## config.mk

```make
export PLATFORM = sky130hd
export DESIGN_NAME = cic_pdm_decimator
export DESIGN_NICKNAME = d
export VERILOG_FILES = /design/src/rtl/cic_pkg.sv /design/src/rtl/cic_comb_stage.sv /design/src/rtl/cic_pdm_decimator.sv
export SDC_FILE = /design/constraint.sdc
export NUM_CORES = 1
export LEC_CHECK = 0
export CORE_MARGIN = 2
export CORE_UTILIZATION = 57
export CTS_CLUSTER_SIZE = 40
export DETAILED_ROUTE_END_ITERATION = 7
export GPL_TIMING_DRIVEN = 0
export MAX_ROUTING_LAYER = met4
export PLACE_DENSITY = 0.86
export SLEW_MARGIN = 20
export SYNTH_ARGS = -nofsm -noshare
export SYNTH_HDL_FRONTEND = slang
export SYNTH_SLANG_ARGS = --single-unit
export TNS_END_PERCENT = 5
```

## constraint.sdc

```tcl
create_clock -name clk -period 7.7 [get_ports clk]
set_input_delay 1.54 -clock clk [delete_from_list [all_inputs] [get_ports clk]]
set_output_delay 1.54 -clock clk [all_outputs]
set_load 0.03 [all_outputs]
```

## src/rtl/cic_pkg.sv

```systemverilog
// Shared constants and elaboration-time helpers for the PDM CIC decimator.
package cic_pkg;

    localparam int CIC_OUT_W = 17;

    // Number of bits needed to count 0..r-1; r is a power of two.
    function automatic int cic_log2(input int r);
        int n;
        n = 0;
        for (int i = 0; i < 31; i++) begin
            if ((1 << i) < r) n = i + 1;
        end
        return n;
    endfunction

    function automatic int cic_width(input int n, input int r);
        return n * cic_log2(r) + 1;
    endfunction

    // Positive result is a right shift, negative a left shift.
    function automatic int cic_out_shift(input int w);
        return w - CIC_OUT_W;
    endfunction

endpackage

```

## src/rtl/cic_comb_stage.sv

```systemverilog
// One registered CIC differentiator: out <= in - in_delayed, advancing only on in_valid.
import cic_pkg::*;

module cic_comb_stage #(
    parameter int W = cic_width(4, 16)
) (
    input  logic         clk,
    input  logic         rst,
    input  logic         in_valid,
    input  logic [W-1:0] in_data,
    output logic         out_valid,
    output logic [W-1:0] out_data
);

    logic [W-1:0] dly;

    always_ff @(posedge clk or posedge rst) begin
        if (rst) begin
            dly       <= '0;
            out_data  <= '0;
            out_valid <= 1'b0;
        end else begin
            out_valid <= in_valid;
            if (in_valid) begin
                out_data <= in_data - dly;
                dly      <= in_data;
            end
        end
    end

endmodule

```

## src/rtl/cic_pdm_decimator.sv

```systemverilog
// N-stage CIC decimator for 1-bit PDM, 17-bit unsigned output every R PDM bits.
// Optional macro CIC_WARMUP_MASK_EN hides out_valid for the first N+1 samples after reset.
import cic_pkg::*;

module cic_pdm_decimator #(
    parameter int N = 4,
    parameter int R = 16
) (
    input  logic                 clk,
    input  logic                 rst,
    input  logic                 pdm_in,
    input  logic                 pdm_en,
    output logic [CIC_OUT_W-1:0] y_out,
    output logic                 out_valid
);

    localparam int W         = cic_width(N, R);
    localparam int CNT_W     = cic_log2(R);
    localparam int OUT_SHIFT = cic_out_shift(W);

    logic [W-1:0]     integ_p0 [N];
    logic [CNT_W-1:0] cnt;
    logic             tick;
    logic [W-1:0]     snap_p1;
    logic             snap_vld_p1;
    logic [W-1:0]     comb_data [N+1];
    logic [N:0]       comb_vld;
    logic             out_gate;

    function automatic logic [CIC_OUT_W-1:0] scale_out(input logic [W-1:0] c);
        logic [W+CIC_OUT_W-1:0] wide;
        wide = {{CIC_OUT_W{1'b0}}, c};
        if (OUT_SHIFT >= 0) wide = wide >> OUT_SHIFT;
        else                wide = wide << (-OUT_SHIFT);
        return wide[CIC_OUT_W-1:0];
    endfunction

    assign tick = pdm_en && (cnt == CNT_W'(R - 1));

    // Stage p0: integrators run at the PDM rate; modulo-2^W wrap is intended.
    always_ff @(posedge clk or posedge rst) begin
        if (rst) begin
            for (int k = 0; k < N; k++) integ_p0[k] <= '0;
            cnt         <= '0;
            snap_p1     <= '0;
            snap_vld_p1 <= 1'b0;
        end else begin
            snap_vld_p1 <= tick;
            if (tick) snap_p1 <= integ_p0[N-1];
            if (pdm_en) begin
                cnt         <= cnt + 1'b1;
                integ_p0[0] <= integ_p0[0] + W'(pdm_in);
                for (int k = 1; k < N; k++) integ_p0[k] <= integ_p0[k] + integ_p0[k-1];
            end
        end
    end

    // Stage p1..pN: comb chain at the decimated rate, driven only by the valid shift.
    assign comb_data[0] = snap_p1;
    assign comb_vld[0]  = snap_vld_p1;

    for (genvar k = 0; k < N; k++) begin : g_comb
        cic_comb_stage #(.W(W)) u_comb (
            .clk       (clk),
            .rst       (rst),
            .in_valid  (comb_vld[k]),
            .in_data   (comb_data[k]),
            .out_valid (comb_vld[k+1]),
            .out_data  (comb_data[k+1])
        );
    end

`ifdef CIC_WARMUP_MASK_EN
    logic [2:0] warm_cnt;

    assign out_gate = (warm_cnt == 3'(N + 1));

    always_ff @(posedge clk or posedge rst) begin
        if (rst)                         warm_cnt <= '0;
        else if (comb_vld[N] && !out_gate) warm_cnt <= warm_cnt + 3'd1;
    end
`else
    assign out_gate = 1'b1;
`endif

    // Stage pN+1: scale to the 17-bit output and raise out_valid for one cycle.
    always_ff @(posedge clk or posedge rst) begin
        if (rst) begin
            y_out     <= '0;
            out_valid <= 1'b0;
        end else begin
            out_valid <= comb_vld[N] && out_gate;
            if (comb_vld[N]) y_out <= scale_out(comb_data[N]);
        end
    end

endmodule

```

---- Word level (Yosys, flattened, before mapping) ----
Index checks and enable logic that the tools add are counted.
storage, ports and cells
  latch bits .............................. 0
  bits of input ports ..................... 4
  memories ................................ 0
  output and inout port bits .............. 18
  logic and storage cells ................. 32
  memory bits (writable) .................. 0
  ROM bits ................................ 0
  bits in registers ....................... 248
operators by class
  add/sub/neg operators ................... 9
  bitwise operators ....................... 0
  magnitude comparators ................... 0
  muxes and demuxes ....................... 0
  shifts and indexed selects .............. 0
  multipliers ............................. 0
  divide/modulo/power cells ............... 0
  reductions and logical operators ........ 1
  equality and inequality tests ........... 1
operator list
  kind                                         number
  subtractor 17 bit                            4
  adder 17 bit                                 3
  adder 17 x 1 -> 17 bit                       1
  adder 4 x 1 -> 4 bit, second input constant  1
  equality test 4 bit, second input constant   1
  logical AND 1 bit                            1

---- Logic depth before layout (Yosys ltp) ----
Gate-level depths: netlist of the first run.
  word-level depth ........................ 2
  gate-level depth with buffers ........... 10

---- Hierarchy ----
Synthesis of the first run repeated with hierarchy kept, for this count alone.
second synthesis, totals
  cells, all modules ...................... 1560
  area, all modules ....................... 15142.0 um^2
modules (own cells, without submodules)
  module                                 cells each  area each (um^2)  instances  seq. area each (um^2)
  cic_pdm_decimator                      656         6576.3            1          2702.6
  cic_comb_stage (g_comb[2].u_comb ...)  227         2164.6            2          875.8
  cic_comb_stage (g_comb[1].u_comb)      225         2127.0            1          875.8
  cic_comb_stage (g_comb[0].u_comb)      225         2109.5            1          875.8

---- Worst setup path after synthesis of the first run ----
No wires, ideal clock.
  path type ............................... input-to-reg
  start point ............................. in pdm_en
  end point ............................... reg integ_p0[16] (netlist bit)
  arrival ................................. 2.839 ns
  library setup time ...................... 0.079 ns
  cell stages on the path ................. 5
  required time ........................... 7.621 ns
  setup slack ............................. 4.782 ns
  cell sequence ........................... clkbuf_1 inv_1 or4b_2 o211ai_1 xor2_1
RTL lines
  what         RTL line                 source
  from (decl)  cic_pdm_decimator.sv:12  input logic pdm_en,
  to (decl)    cic_pdm_decimator.sv:21  logic [W-1:0] integ_p0 [N];

---- Worst setup path in the final report of the first run ----
  start point ............................. reg y_out[9]
  end point ............................... out y_out[9]
RTL lines
  what                    RTL line                 source
  from (decl)             cic_pdm_decimator.sv:13  output logic [CIC_OUT_W-1:0] y_out,
  from (signal assigned)  cic_pdm_decimator.sv:93  if (comb_vld[N]) y_out <= scale_out(comb_data[N]);
No word-level cell between the ends.

==> flow_summary_export.csv, run 1 <==
group,metric,value,unit
run_status,run_status,"finished, final reports clean",
timing,max_slew_margin,51.2,%
worst_setup_path,critical_path.max_fanout,2,
synth,synth_ff_type,"sky130_fd_sc_hd__dfrtp_1",
clock_tree,holdBufCountCts,0,
timing,tightest_slew,731,ps
worst_setup_path,worst_r2r_path_depth,9,
timing,final.period_utilization,40.5,%
global_route,grt_first_pass_wirelength,53300,um
clock_tree,clk_latency,540,ps
placed_design,finalWeightedCongestion,0.911,
power_and_ir_drop,switching_share,43.0,%
cells_and_area,areaGrowthSynthToFinish,11.2,%
placed_design,postPlaceCellArea,0.0153,mm2
route,routed_wire_length_per_instance,17.0,um
worst_hold_path,hp-start,"g_comb[3].u_comb.out_valid",
synth,synth_common_cells,"248 x sky130_fd_sc_hd__dfrtp_1, 164 x sky130_fd_sc_hd__nand2_1, 120 x sky130_fd_sc_hd__o21ai_0",
worst_setup_path,worstReg2RegStart,"integ_p0[0]",
synth,ys_seq_elements,248,
synth,synthesis.area_per_instance,9.99,um2
worst_setup_path,critical_path.cell_chain,"clkdlybuf4s50_1",
die,die_h,163,um
route,vias,11000,
route,drcViolationCount,0,
placed_design,place.detailed.hpwl,22600,um
timing,hold_violations,0,
synth,yosys.area_share.simple,11.4,%
power_and_ir_drop,clock_power_share,15.2,%
synth,synth_fa_ha_area_share,10.9,%
run,maxCapViolations,0,
timing,layout_min_cycle_time,3110,ps
synth,synth_compound_gate_area_share,17.3,%
timing,whs,370,ps
cells_and_area,post-route-util,64.3,%
worst_setup_path,crit_path_start_kind,"register",
worst_hold_path,worst_hold_path.endpoint,"out_valid",
worst_setup_path,critical_path.top_delay_family,"buffers and inverters",
cells_and_area,antenna_cells,0,
die,ios,22,
power_and_ir_drop,power_frac_comb,57.7,%
synth,yosys.cell_types.count,75,
synth,ys_seq_area_share,42.9,%
timing,tns,0,ps
clock_tree,clkTransAtPathRegs,60,ps
worst_setup_path,max_stage_delay,680,ps
timing,fin_skew,9.09,ps
clock_tree,number_of_cts_inserted_buffers,26,
cells_and_area,finish.net_count,1631,
route,antenna_violating_nets_remaining,0,
global_route,grt_pass1_vias,11300,
route,first_pass_iters,5,
synth,synth-async-reset-ratio,100,%
synth,edff_count_synth,0,
clock_tree,clock_path_buffers,3,
synth,syn-cell-area,0.0145,mm2
power_and_ir_drop,total_power_per_unit_cell_area,513,mW/mm2
die,die_w,163,um
synth,yosysMostFrequentCell,"sky130_fd_sc_hd__dfrtp_1",
synth,synth_top_family_by_area,"compound AO/OA/AOI/OAI gates",
synth,yosys-top-cells-area,"sky130_fd_sc_hd__dfrtp_1 43%, sky130_fd_sc_hd__ha_1 9.9%, sky130_fd_sc_hd__mux2_2 7.2%, sky130_fd_sc_hd__nand2_1 4.3%, sky130_fd_sc_hd__o21ai_0 4.2%",
power_and_ir_drop,ir_worst_vdd,0.381,mV
synth,ys.warnings.count,0,
synth,synthCells,1449,
power_and_ir_drop,total_power,8.25,mW
timing,final-setup-viol-count,0,
synth,post_synthesis_mux_area_share,7.55,%
route,vias_per_cell,5.92,
route,routed_wirelength,31400,um
timing,unrepaired_setup_endpoints_after_global_routing,"false",
route,first_iter_violations,803,
synth,synth_xor_area_share,6.17,%
cells_and_area,post_route_cells_drive_above_1_share,11.1,%
timing,fmaxAchievable,0.321,GHz
worst_setup_path,timing.critical_path.arrival,1570,ps
synth,synth.net_count,1575,
clock_tree,clock-root-buffer,"sky130_fd_sc_hd__clkbuf_16",
clock_tree,htree_num_levels,1,
placed_design,port_buffers,20,
global_route,grt_overflow_total,0,
worst_setup_path,crit_path_top_delay_cell,"sky130_fd_sc_hd__clkdlybuf4s50_1",
die,core,0.0250,mm2
worst_setup_path,worstPathRequired,6160,ps
power_and_ir_drop,power.leakage,7.35,nW
power_and_ir_drop,seq_power_share,27.1,%
power_and_ir_drop,p_int,4.70,mW
synth,synth_top_area_share,42.9,%
clock_tree,tritoncts,"done",
timing,timing_max_transition_violations_final,0,
global_route,grtUsageTotal,24.8,%
clock_tree,cts.repair.resized,0,
worst_setup_path,critical_path_buf_inv_count,1,
clock_tree,postCtsSetupRepairBufs,0,
die,std_cell_rows,58,
worst_setup_path,worstSetupPathType,"register to primary output",
worst_setup_path,reg2reg_to,"integ_p0[16]",
worst_setup_path,crit_path_end_kind,"primary output",
synth,netlist.top_cell.by_area,"sky130_fd_sc_hd__dfrtp_1",
power_and_ir_drop,power_switching,3.55,mW
global_route,grt_start_max_net_pins,36,
global_route,antenna_found_initial,0,
die,start_util,57.8,%
worst_hold_path,holdCritPathClass,"register to register",
worst_hold_path,holdPathStages,0,
worst_setup_path,setup.reg_to_reg.worst_slack,4730,ps
cells_and_area,finalInstanceArea,0.0161,mm2
die,floorplan.die_area,0.0267,mm2
clock_tree,clkSinkCount,248,
[worst max path at each step]
| stage | depth (start not counted) | slack, ps | end | startpoint |
|---|---|---|---|---|
| CTS | 1 | 4560 | y_out[9] | y_out[9] |
| global route | 1 | 4550 | y_out[9] | y_out[9] |
| floorplan | 1 | 2900 | cnt[0] | rst |
| finish | 1 | 4590 | y_out[9] | y_out[9] |
| detailed placement | 7 | 4230 | integ_p0[67] | pdm_in |
| global placement | 2 | 1180 | integ_p0[39] | rst |
[area by class of cell]
class | count | area (um2)
Clock inverter | 8 | 90.1
Fill cell | 1840 | 8940
Inverter | 99 | 375
Clock buffer | 36 | 749
Tap cell | 330 | 413
Multi-Input combinational cell | 1060 | 7720
Timing Repair Buffer | 28 | 368
Sequential cell | 248 | 6210
Buffer | 42 | 169
[cells by family after synthesis]
logic type               after synthesis
AO/OA/AOI/OAI                        383
XOR/XNOR                             102
adder cells (fa/ha/maj)              122
buffers and inverters                141
flip-flops                           248
multiplexers                          97
AND/OR/NAND/NOR                      356
[registers in the layout, indices dropped and copies added, names as in the netlist]
register                 cells
y_out                       17
g_comb.u_comb.dly           68
integ_p0                    68
cnt                          4
snap_vld_p1                  1
g_comb.u_comb.out_valid      4
g_comb.u_comb.out_data      68
out_valid                    1
snap_p1                     17
[worst register-to-register path, stage by stage (launching register included)]
cell and delay [ps]:
sky130_fd_sc_hd__dfrtp_1 420, sky130_fd_sc_hd__ha_1 240, sky130_fd_sc_hd__fa_1 430, sky130_fd_sc_hd__a211oi_1 420
sky130_fd_sc_hd__o21bai_1 140, sky130_fd_sc_hd__a31oi_1 430, sky130_fd_sc_hd__o221ai_1 290, sky130_fd_sc_hd__nand4_1 160
sky130_fd_sc_hd__o211ai_1 130, sky130_fd_sc_hd__xor2_1 160
[power by group through the flow]
| stage | clock network (mW) | logic (mW) | registers, mW |
|---|---|---|---|
| finish | 1.25 | 4.76 | 2.24 |
| global route | 1.31 | 5.27 | 2.30 |
| CTS | 1.27 | 4.72 | 2.24 |
| detailed placement | 0 | 4.64 | 2.25 |
| global placement | 0 | 4.42 | 2.23 |
| floorplan | 0 | 3.67 | 2.17 |
[cell usage in the layout, fill, tap and decap left out, types with 13 or more instances in the layout]
| master | instances |
|---|---|
| sky130_fd_sc_hd__a211oi_1 | 15 |
| sky130_fd_sc_hd__a21o_1 | 35 |
| sky130_fd_sc_hd__a21oi_1 | 79 |
| sky130_fd_sc_hd__a31oi_1 | 13 |
| sky130_fd_sc_hd__clkbuf_1 | 38 |
| sky130_fd_sc_hd__clkbuf_16 | 27 |
| sky130_fd_sc_hd__clkdlybuf4s50_1 | 20 |
| sky130_fd_sc_hd__dfrtp_1 | 248 |
| sky130_fd_sc_hd__ha_1 | 115 |
| sky130_fd_sc_hd__inv_1 | 98 |
| sky130_fd_sc_hd__mux2_2 | 93 |
| sky130_fd_sc_hd__nand2_1 | 164 |
| sky130_fd_sc_hd__nand3_1 | 18 |
| sky130_fd_sc_hd__nand4_1 | 19 |
| sky130_fd_sc_hd__nor2_1 | 62 |
| sky130_fd_sc_hd__nor2b_1 | 16 |
| sky130_fd_sc_hd__nor3_1 | 19 |
| sky130_fd_sc_hd__o21a_1 | 26 |
| sky130_fd_sc_hd__o21ai_0 | 120 |
| sky130_fd_sc_hd__o21bai_1 | 13 |
| sky130_fd_sc_hd__xnor2_1 | 68 |
| sky130_fd_sc_hd__xor2_1 | 34 |
[metrics by stage]
stage / std cells / setup slack, ps
finish: 1851 / 4590
global route: 1851 / 4550
CTS: 1851 / 4560
detailed placement: 1807 / 4230
global placement: 1799 / 1180
floorplan: 1449 / 2900
[per-layer routing]
layer	GRT usage (%)	vias to the layer above	wire length (um)
met5	-	-	0
li1	-	5249	-
met4	7.92	0	923
met2	42.1	235	15600
met3	3.30	85	1140
met1	30.8	5397	13700
No activity file was read; power rests on OpenSTA's default activity.
==> inputs of run 2 (changes only) <==
- CORE_UTILIZATION: 57 -> 61
- PLACE_DENSITY: 0.86 -> 0.87
- clock period: 7.7 -> 3.3 ns (I/O delays scaled with it)
==> flow_summary_export.csv, run 2 (synthesized netlist as in run 1, its figures left out) <==
group,metric,value,unit
run_status,run_status,"finished, final reports clean",
clock_tree,htree_num_levels,1,
cells_and_area,layout.cells.most_common_list,"248 x sky130_fd_sc_hd__dfrtp_1, 164 x sky130_fd_sc_hd__nand2_1, 120 x sky130_fd_sc_hd__o21ai_0",
power_and_ir_drop,power_frac_comb,57.2,%
cells_and_area,post_route_cells_drive_above_1_share,11.5,%
timing,max_slew_margin,52.6,%
timing,whs,369,ps
die,die_w,158,um
power_and_ir_drop,power_switching,8.28,mW
timing,fmaxAchievable,0.339,GHz
clock_tree,postCtsSetupRepairBufs,0,
global_route,grt_overflow_total,0,
cells_and_area,biggestRegsByFlops,"g_comb.u_comb.dly (68), g_comb.u_comb.out_data (68), integ_p0 (68)",
power_and_ir_drop,switching_share,42.8,%
worst_setup_path,critical_path_buf_inv_count,0,
timing,hold_violations,0,
power_and_ir_drop,clock_power_share,15.8,%
worst_setup_path,worstPathRequired,3660,ps
route,first_iter_violations,719,
placed_design,finalWeightedCongestion,0.921,
worst_hold_path,holdCritPathClass,"register to register",
timing,unrepaired_setup_endpoints_after_global_routing,"false",
route,first_pass_iters,8,
placed_design,place.detailed.instances,1796,
clock_tree,clk_latency,530,ps
die,core,0.0234,mm2
worst_setup_path,critical_path.cell_chain,"ha_1 -> fa_1 -> a211oi_1 -> o21bai_1 -> a31oi_1 -> o221ai_1 -> xnor2_1 -> o21ai_0",
worst_setup_path,crit_path_end_kind,"register",
die,floorplan.die_area,0.0250,mm2
power_and_ir_drop,ir_worst_vdd,0.786,mV
clock_tree,clkSinkCount,248,
clock_tree,cts.repair.resized,0,
run,maxCapViolations,0,
timing,final-setup-viol-count,0,
placed_design,place.detailed.hpwl,22600,um
timing,timing_max_transition_violations_final,0,
route,vias,11100,
timing,tightest_slew,712,ps
clock_tree,clock_path_buffers,3,
power_and_ir_drop,seq_power_share,27.1,%
cells_and_area,layout.cells.most_common,"sky130_fd_sc_hd__dfrtp_1",
power_and_ir_drop,total_power_per_unit_cell_area,1200,mW/mm2
route,drcViolationCount,0,
power_and_ir_drop,power.leakage,7.39,nW
cells_and_area,finish.net_count,1631,
power_and_ir_drop,total_power,19.4,mW
clock_tree,tritoncts,"done",
timing,fin_skew,7.78,ps
worst_setup_path,critical_path.top_delay_family,"compound AO/OA/AOI/OAI gates",
clock_tree,clock-root-buffer,"sky130_fd_sc_hd__clkbuf_16",
placed_design,port_buffers,20,
clock_tree,holdBufCountCts,0,
worst_setup_path,critical_path.max_fanout,3,
route,antenna_violating_nets_remaining,0,
timing,tns,0,ps
global_route,grt_first_pass_wirelength,52600,um
timing,post-route-worst-setup-slack,347,ps
die,start_util,61.8,%
timing,layout_min_cycle_time,2950,ps
die,die_h,158,um
die,std_cell_rows,56,
worst_setup_path,timing.critical_path.arrival,3320,ps
clock_tree,clkTransAtPathRegs,60,ps
route,routed_wirelength,31600,um
clock_tree,number_of_cts_inserted_buffers,26,
worst_setup_path,crit_path_top_delay_cell,"sky130_fd_sc_hd__a211oi_1",
power_and_ir_drop,p_int,11.1,mW
route,routed_wire_length_per_instance,17.1,um
timing,final.period_utilization,89.5,%
cells_and_area,instances_no_fill,1843,
placed_design,dp_slack,459,ps
die,ios,22,
route,vias_per_cell,6.02,
cells_and_area,areaGrowthSynthToFinish,11.6,%
worst_setup_path,worstSetupPathType,"register to register",
global_route,grtUsageTotal,26.6,%
cells_and_area,antenna_cells,0,
global_route,grt_start_max_net_pins,37,
worst_setup_path,max_stage_delay,450,ps
worst_setup_path,crit_path_start_kind,"register",
global_route,grt_pass1_vias,11000,
global_route,antenna_found_initial,0,
[run 2: area by class of cell]
| class | count | area [um2] |
|---|---|---|
| buffer | 42 | 169 |
| clock buffer | 38 | 807 |
| clock inverter | 9 | 97.6 |
| fill | 1692 | 7250 |
| inverter | 99 | 375 |
| multi-input combinational | 1060 | 7720 |
| sequential | 248 | 6210 |
| tap | 319 | 399 |
| timing repair buffer | 28 | 375 |
[run 2: metal layers]
| layer | vias to the layer above | GRT usage [%] | routed length, um |
|---|---|---|---|
| li1 | 5256 | - | - |
| met1 | 5514 | 33.0 | 13600 |
| met2 | 249 | 45.8 | 16000 |
| met3 | 70 | 3.37 | 1240 |
| met4 | 0 | 7.98 | 767 |
| met5 | - | - | 0 |
[run 2: final timing paths]
| path | to | cells after the start | from | slack [ps] |
|---|---|---|---|---|
| setup / recovery | integ_p0[12] | 8 | integ_p0[0] | 350 |
| hold / removal | out_valid | 0 | g_comb[3].u_comb.out_valid | 370 |
| setup reg to reg | integ_p0[12] | 8 | integ_p0[0] | 350 |
| hold reg to reg | out_valid | 0 | g_comb[3].u_comb.out_valid | 370 |
| max in group asynchronous | integ_p0[57] | 4 | rst | 1870 |
| min in group asynchronous | g_comb[1].u_comb.out_data[10] | 2 | rst | 580 |
[run 2: per-stage QoR]
step	area (um2)	util, %
floorplan	14500	-
global placement	15100	64.4
detailed placement	15200	65.2
CTS	16200	69.0
global route	16200	69.0
finish	16200	69.0
[run 2: power groups by stage]
| stage | Combinational (mW) | Sequential [mW] | Clock (mW) |
|---|---|---|---|
| final | 11.1 | 5.24 | 3.05 |
| after global routing | 12.3 | 5.36 | 3.21 |
| after CTS | 11.0 | 5.22 | 3.09 |
| after detailed placement | 10.8 | 5.25 | 0 |
| after global placement | 10.3 | 5.20 | 0 |
| after floorplan | 8.56 | 5.07 | 0 |
==> edit 1, RTL diff (config.mk and constraints of run 2) <==
Set the package constant `CIC_OUT_W` to 34 (it was 17).
--- a/src/rtl/cic_pkg.sv
+++ b/src/rtl/cic_pkg.sv
@@ -2,5 +2,5 @@
 package cic_pkg;
 
-    localparam int CIC_OUT_W = 17;
+    localparam int CIC_OUT_W = 34;
 
     // Number of bits needed to count 0..r-1; r is a power of two.
Ports: changed (resized y_out); port bits go from 22 to 39. The function was not compared with the original's and may differ.
==> edit 1 against run 2 <==
  * Cell count rose by 2.5%
  * Synthesized area rose by 1.1%
  * Utilization rose by 0.40 points
  * Highest routed layer unchanged
  * Critical path type unchanged
  * Wire length rose by 0.93%
  * Largest power group unchanged
  * Cell area rose by 1.2%
  * Sequential cell count did not move
  * Power rose by 1.3%
  * Worst setup slack got worse by 0.048 ns
==> edit 1: results (changes against run 2) <==
outcome:
  outcome: "completed"
sta:
  final-setup-viol-count: 0  # unchanged
  fin_skew_ns: 0.00807  # +0.000288 ns
  worst-slew-pin-transition_ns: 0.660  # -0.0518 ns
power:
  ir_drop_uv: 868  # +10%
  cellLeakagePower_uw: 0.00754  # +2.1%
  switching_share_pct: 43.2  # +0.43 points
  power.total_uw: 19600  # +1.3%
  clk-power_uw: 2950  # -3%
  seqPwrFrac_pct: 26.7  # -0.4 points
min_path:
  min_path_cells: 0  # unchanged
  hold_path_class: "register to register"
global_route:
  track_usage_pct: 26.1  # -0.45 points
  grtUsageMet2_pct: 45.3  # -0.50 points
  grt_pass1_wl_um: 54100  # +2.8%
  globalRouteMet1Util_pct: 32.3  # -0.71 points
  use_met3_pct: 3.03  # -0.34 points
  grt_pass1_vias: 11440  # +3.6%
  grt_max_degree: 36  # -2.7%
placement:
  dpl.hpwl_um: 22700  # +0.49%
  pre_cts_slack_ns: 0.0464  # -0.412 ns
  io_buffers: 21  # +5.0%
  place_congestion: 0.912  # -1.0%
  place_area_um2: 15500  # +1.4%
detailed_routing:
  post_drt_via_cell_ratio: 5.94  # -1.3%
  met3_length_um: 1310  # +5.7%
  wl_met2_um: 16200  # +1.4%
  routedWlPerCell_um: 16.9  # -1.5%
  first_pass_iters: 8  # unchanged
  wl_met1_um: 13500  # -0.50%
  drt_iter0_markers: 664  # -7.6%
  highest_layer: "met4"
clock_network:
  htreeDepth: 1  # unchanged
  cts.reportedPaths.clkPinSlew_ns: 0.06  # about the same
  cts_inserted_buffers: 27  # +3.8%
  post-cts-setup-buffers: 0  # unchanged
  cts_root_buffer: "clkbuf_16"
  clkLatencyLatePin_ns: 0.53  # about the same
  clock_path_buffers: 3  # unchanged
synth:
  ys_ff_latch: 248  # unchanged
  synth_seq_area_share_pct: 42.4  # -0.48 points
  yosys-top-cells-area: "dfrtp_1 42%, ha_1 9.8%, mux2_2 7.8%"
  yosysUniqueCellTypes: 74  # -1.3%
  yosys_warnings: 0  # unchanged
  synthArstFlopShare_pct: 100  # unchanged
  synthTopCellsByCount: "248 x dfrtp_1, 157 x nand2_1, 115 x ha_1, 113 x o21ai_0, 102 x mux2_2"
cells_and_area:
  reg.largest.list: "g_comb.u_comb.dly x68, g_comb.u_comb.out_data x68, integ_p0 x68"
  drive_gt1_share_pct: 12.1  # +0.62 points
  antenna_cells: 0  # unchanged
  fin_nets: 1677  # +2.8%
worst_setup_path:
  max_stage_delay_ns: 0.44
  rr_worst_depth: 9  # +1
  critical-path-slowest-cell: "a211oi_1"
  critPathArrivalTime_ns: 3.41  # +0.09 ns
  path_delay_family: "compound AO/OA/AOI/OAI gates"
  crit_path_max_fanout: 4  # +1
## edit 1: layout make-up
cell class / count / area, um^2
flip-flops and latches: 248 / 6210
fillers: 1685 / 7200
clock inverters: 11 / 96.3
repair buffers: 29 / 370
clock buffers: 37 / 773
multi-input cells: 1093 / 7850
plain buffers: 58 / 292
well taps: 319 / 399
inverters: 94 / 357
## edit 1: kinds of logic after synthesis
| family | count (synthesis) | synth area share [%] |
|---|---|---|
| adder cells (fa/ha/maj) | 122 | 10.8 |
| XOR/XNOR | 106 | 6.34 |
| AO/OA/AOI/OAI | 368 | 16.2 |
| buffers and inverters | 152 | 4.40 |
| flip-flops | 248 | 42.4 |
| AND/OR/NAND/NOR | 375 | 11.8 |
| multiplexers | 105 | 8.05 |
| other | 1 | 0.0256 |
## edit 1: metrics by stage
stage | std cells | setup TNS (ns) | utilization [%]
floorplan | 1493 | -153.69 | -
global placement | 1833 | -574.19 | 65.0
detailed placement | 1841 | 0 | 65.7
CTS | 1889 | 0 | 69.4
global route | 1889 | 0 | 69.4
finish | 1889 | 0 | 69.4
## edit 1: path summary, 6_finish.rpt
check / endpoint / slack (ns) / start
setup reg to reg: integ_p0[16] / 0.30 / integ_p0[0]
hold / removal: g_comb[2].u_comb.out_valid / 0.38 / g_comb[1].u_comb.out_valid
setup / recovery: integ_p0[16] / 0.30 / integ_p0[0]
hold reg to reg: g_comb[2].u_comb.out_valid / 0.38 / g_comb[1].u_comb.out_valid
min in group asynchronous: g_comb[1].u_comb.dly[2] / 0.41 / rst
max in group asynchronous: integ_p0[21] / 1.99 / rst
## edit 1: what timing repair did
item,4_1_cts,5_1_grt
setup endpoints to repair,0,1
resized for setup,0,1
hold buffers,0,0
==> edit 2, RTL diff (settings of run 2) <==
Without the edit above. Register the output `out_valid` once more, cleared by the reset; this adds one clock of latency there. The other outputs are not delayed to match. Comments in the files are not updated.
--- a/src/rtl/cic_pdm_decimator.sv
+++ b/src/rtl/cic_pdm_decimator.sv
@@ -18,4 +18,6 @@
     localparam int CNT_W     = cic_log2(R);
     localparam int OUT_SHIFT = cic_out_shift(W);
+
+    logic out_valid_s0;
 
     logic [W-1:0]     integ_p0 [N];
@@ -88,8 +90,16 @@
         if (rst) begin
             y_out     <= '0;
-            out_valid <= 1'b0;
+            out_valid_s0 <= 1'b0;
         end else begin
-            out_valid <= comb_vld[N] && out_gate;
+            out_valid_s0 <= comb_vld[N] && out_gate;
             if (comb_vld[N]) y_out <= scale_out(comb_data[N]);
+        end
+    end
+
+    always_ff @(posedge clk or posedge rst) begin
+        if (rst) begin
+            out_valid <= '0;
+        end else begin
+            out_valid <= out_valid_s0;
         end
     end
Check against the original RTL: same outputs for any inputs over 10 cycles, from zero or initial values and one cycle with rst high; that may be too few to reach the edited logic, so the function may still have changed.
==> edit 2 against run 2 <==
  * Cell area is 0.28% higher
  * Worst setup slack better by 0.13 ns
  * Non-clock buffer count is 1 higher
  * Sequential cell count is 1 higher
  * Power hardly changed
  * Clock skew is 0.00061 ns higher
  * Synthesized area is 0.17% higher
  * Clock power hardly changed
  * Wire length is 0.76% lower
  * Sequential power hardly changed
  * Die area is 0.17% higher
  * Count of clock-buffer cells in the layout is 1 lower
  * Global-route usage hardly changed
  * Largest cell class unchanged
==> edit 2: results (changes against run 2) <==
synth:
  syn-num-nets: 1576  # +0.063%
  yosys-top-cells-area: "dfrtp_1 43%, ha_1 9.9%, mux2_2 7.2%"
  synthMuxAreaShare_pct: 7.54  # -0.013 points
  synth_xor_area_share_pct: 6.16  # -0.011 points
  synthTopCellsByCount: "249 x dfrtp_1, 164 x nand2_1, 120 x o21ai_0, 115 x ha_1, 99 x inv_1"
  synth_seq_area_share_pct: 43.0  # +0.099 points
  synth_fa_ha_area_share_pct: 10.9  # -0.019 points
  synth-compound-area-share_pct: 17.3  # -0.030 points
placement:
  io_buffers: 20  # unchanged
  dpl.hpwl_um: 22600  # -0.18%
  place_congestion: 0.916  # -0.51%
  place_area_um2: 15300  # +0.30%
global_route:
  grt_pass1_wl_um: 52900  # +0.46%
  grt_max_degree: 35  # -5.4%
  track_usage_pct: 26.5  # -0.036 points
  antenna_found_initial: 0  # unchanged
worst_setup_path:
  critical-path-slowest-cell: "fa_1"
  critPathArrivalTime_ns: 3.28  # -0.04 ns
  crit_path_max_fanout: 4  # +1
clock_network:
  cts_inserted_buffers: 27  # +3.8%
  clkLatencyLatePin_ns: 0.54
  cts_root_buffer: "clkbuf_16"
  htreeDepth: 1  # unchanged
  cts_resized: 0  # unchanged
power:
  ir_drop_uv: 768  # -2.3%
  cellLeakagePower_uw: 0.00741  # +0.33%
sta:
  maxSlewHeadroom_pct: 49.3  # -3.2 points
  fin_skew_ns: 0.00840  # +0.000614 ns
detailed_routing:
  routedWlPerCell_um: 17.0  # -0.92%
  first_pass_iters: 5  # -3
  ant_nets: 0  # unchanged
  vias: 10982  # -0.96%
  drt_iter0_markers: 674  # -6.3%
cells_and_area:
  drive_gt1_share_pct: 11.6  # +0.11 points
  antenna_cells: 0  # unchanged
outcome:
  outcome: "completed"
-- edit 2: worst paths after layout --
| kind | start | endpoint | slack [ns] | cells after the start |
|---|---|---|---|---|
| setup / recovery | integ_p0[34] | integ_p0[50] | 0.48 | 9 |
| hold / removal | out_valid_s0 | out_valid | 0.35 | 0 |
| setup reg to reg | integ_p0[34] | integ_p0[50] | 0.48 | 9 |
| hold reg to reg | out_valid_s0 | out_valid | 0.35 | 0 |
| max in group asynchronous | rst | y_out[5] | 1.96 | 5 |
| min in group asynchronous | rst | g_comb[1].u_comb.out_data[13] | 0.44 | 2 |
-- edit 2: metal layers --
metal	up-vias	share of wire (%)	track usage (%)
li1	5265	-	-
met1	5366	44	34.3
met2	269	50	44.6
met3	82	4.0	3.18
met4	0	2.6	7.25
met5	-	0	-
-- edit 2: stage by stage --
| stage | setup TNS, ns | std cells | worst slack [ns] | utilization (%) | hold WS, ns |
|---|---|---|---|---|---|
| after floorplan | -157.79 | 1450 | -0.634 | - | 0.331 |
| after global placement | -575.24 | 1789 | -2.34 | 64.5 | 0.332 |
| after detailed placement | 0 | 1798 | 0.528 | 65.3 | 0.336 |
| after CTS | 0 | 1846 | 0.480 | 69.2 | 0.351 |
| after global routing | 0 | 1846 | 0.265 | 69.2 | 0.366 |
| final | 0 | 1846 | 0.475 | 69.2 | 0.349 |
-- edit 2: power by group --
part           internal, uW  leakage, uW  switching (uW)
Sequential             4270      0.00322             973
Clock                  1830     0.000453            1220
Combinational          4990      0.00374            6060
-- edit 2: area by class of cell --
type	count	area, um^2
buffer	42	169
sequential	249	6230
clock inverter	11	111
timing repair buffer	29	395
fill	1663	7210
clock buffer	37	793
multi-input combinational	1060	7720
tap	319	399
inverter	99	375
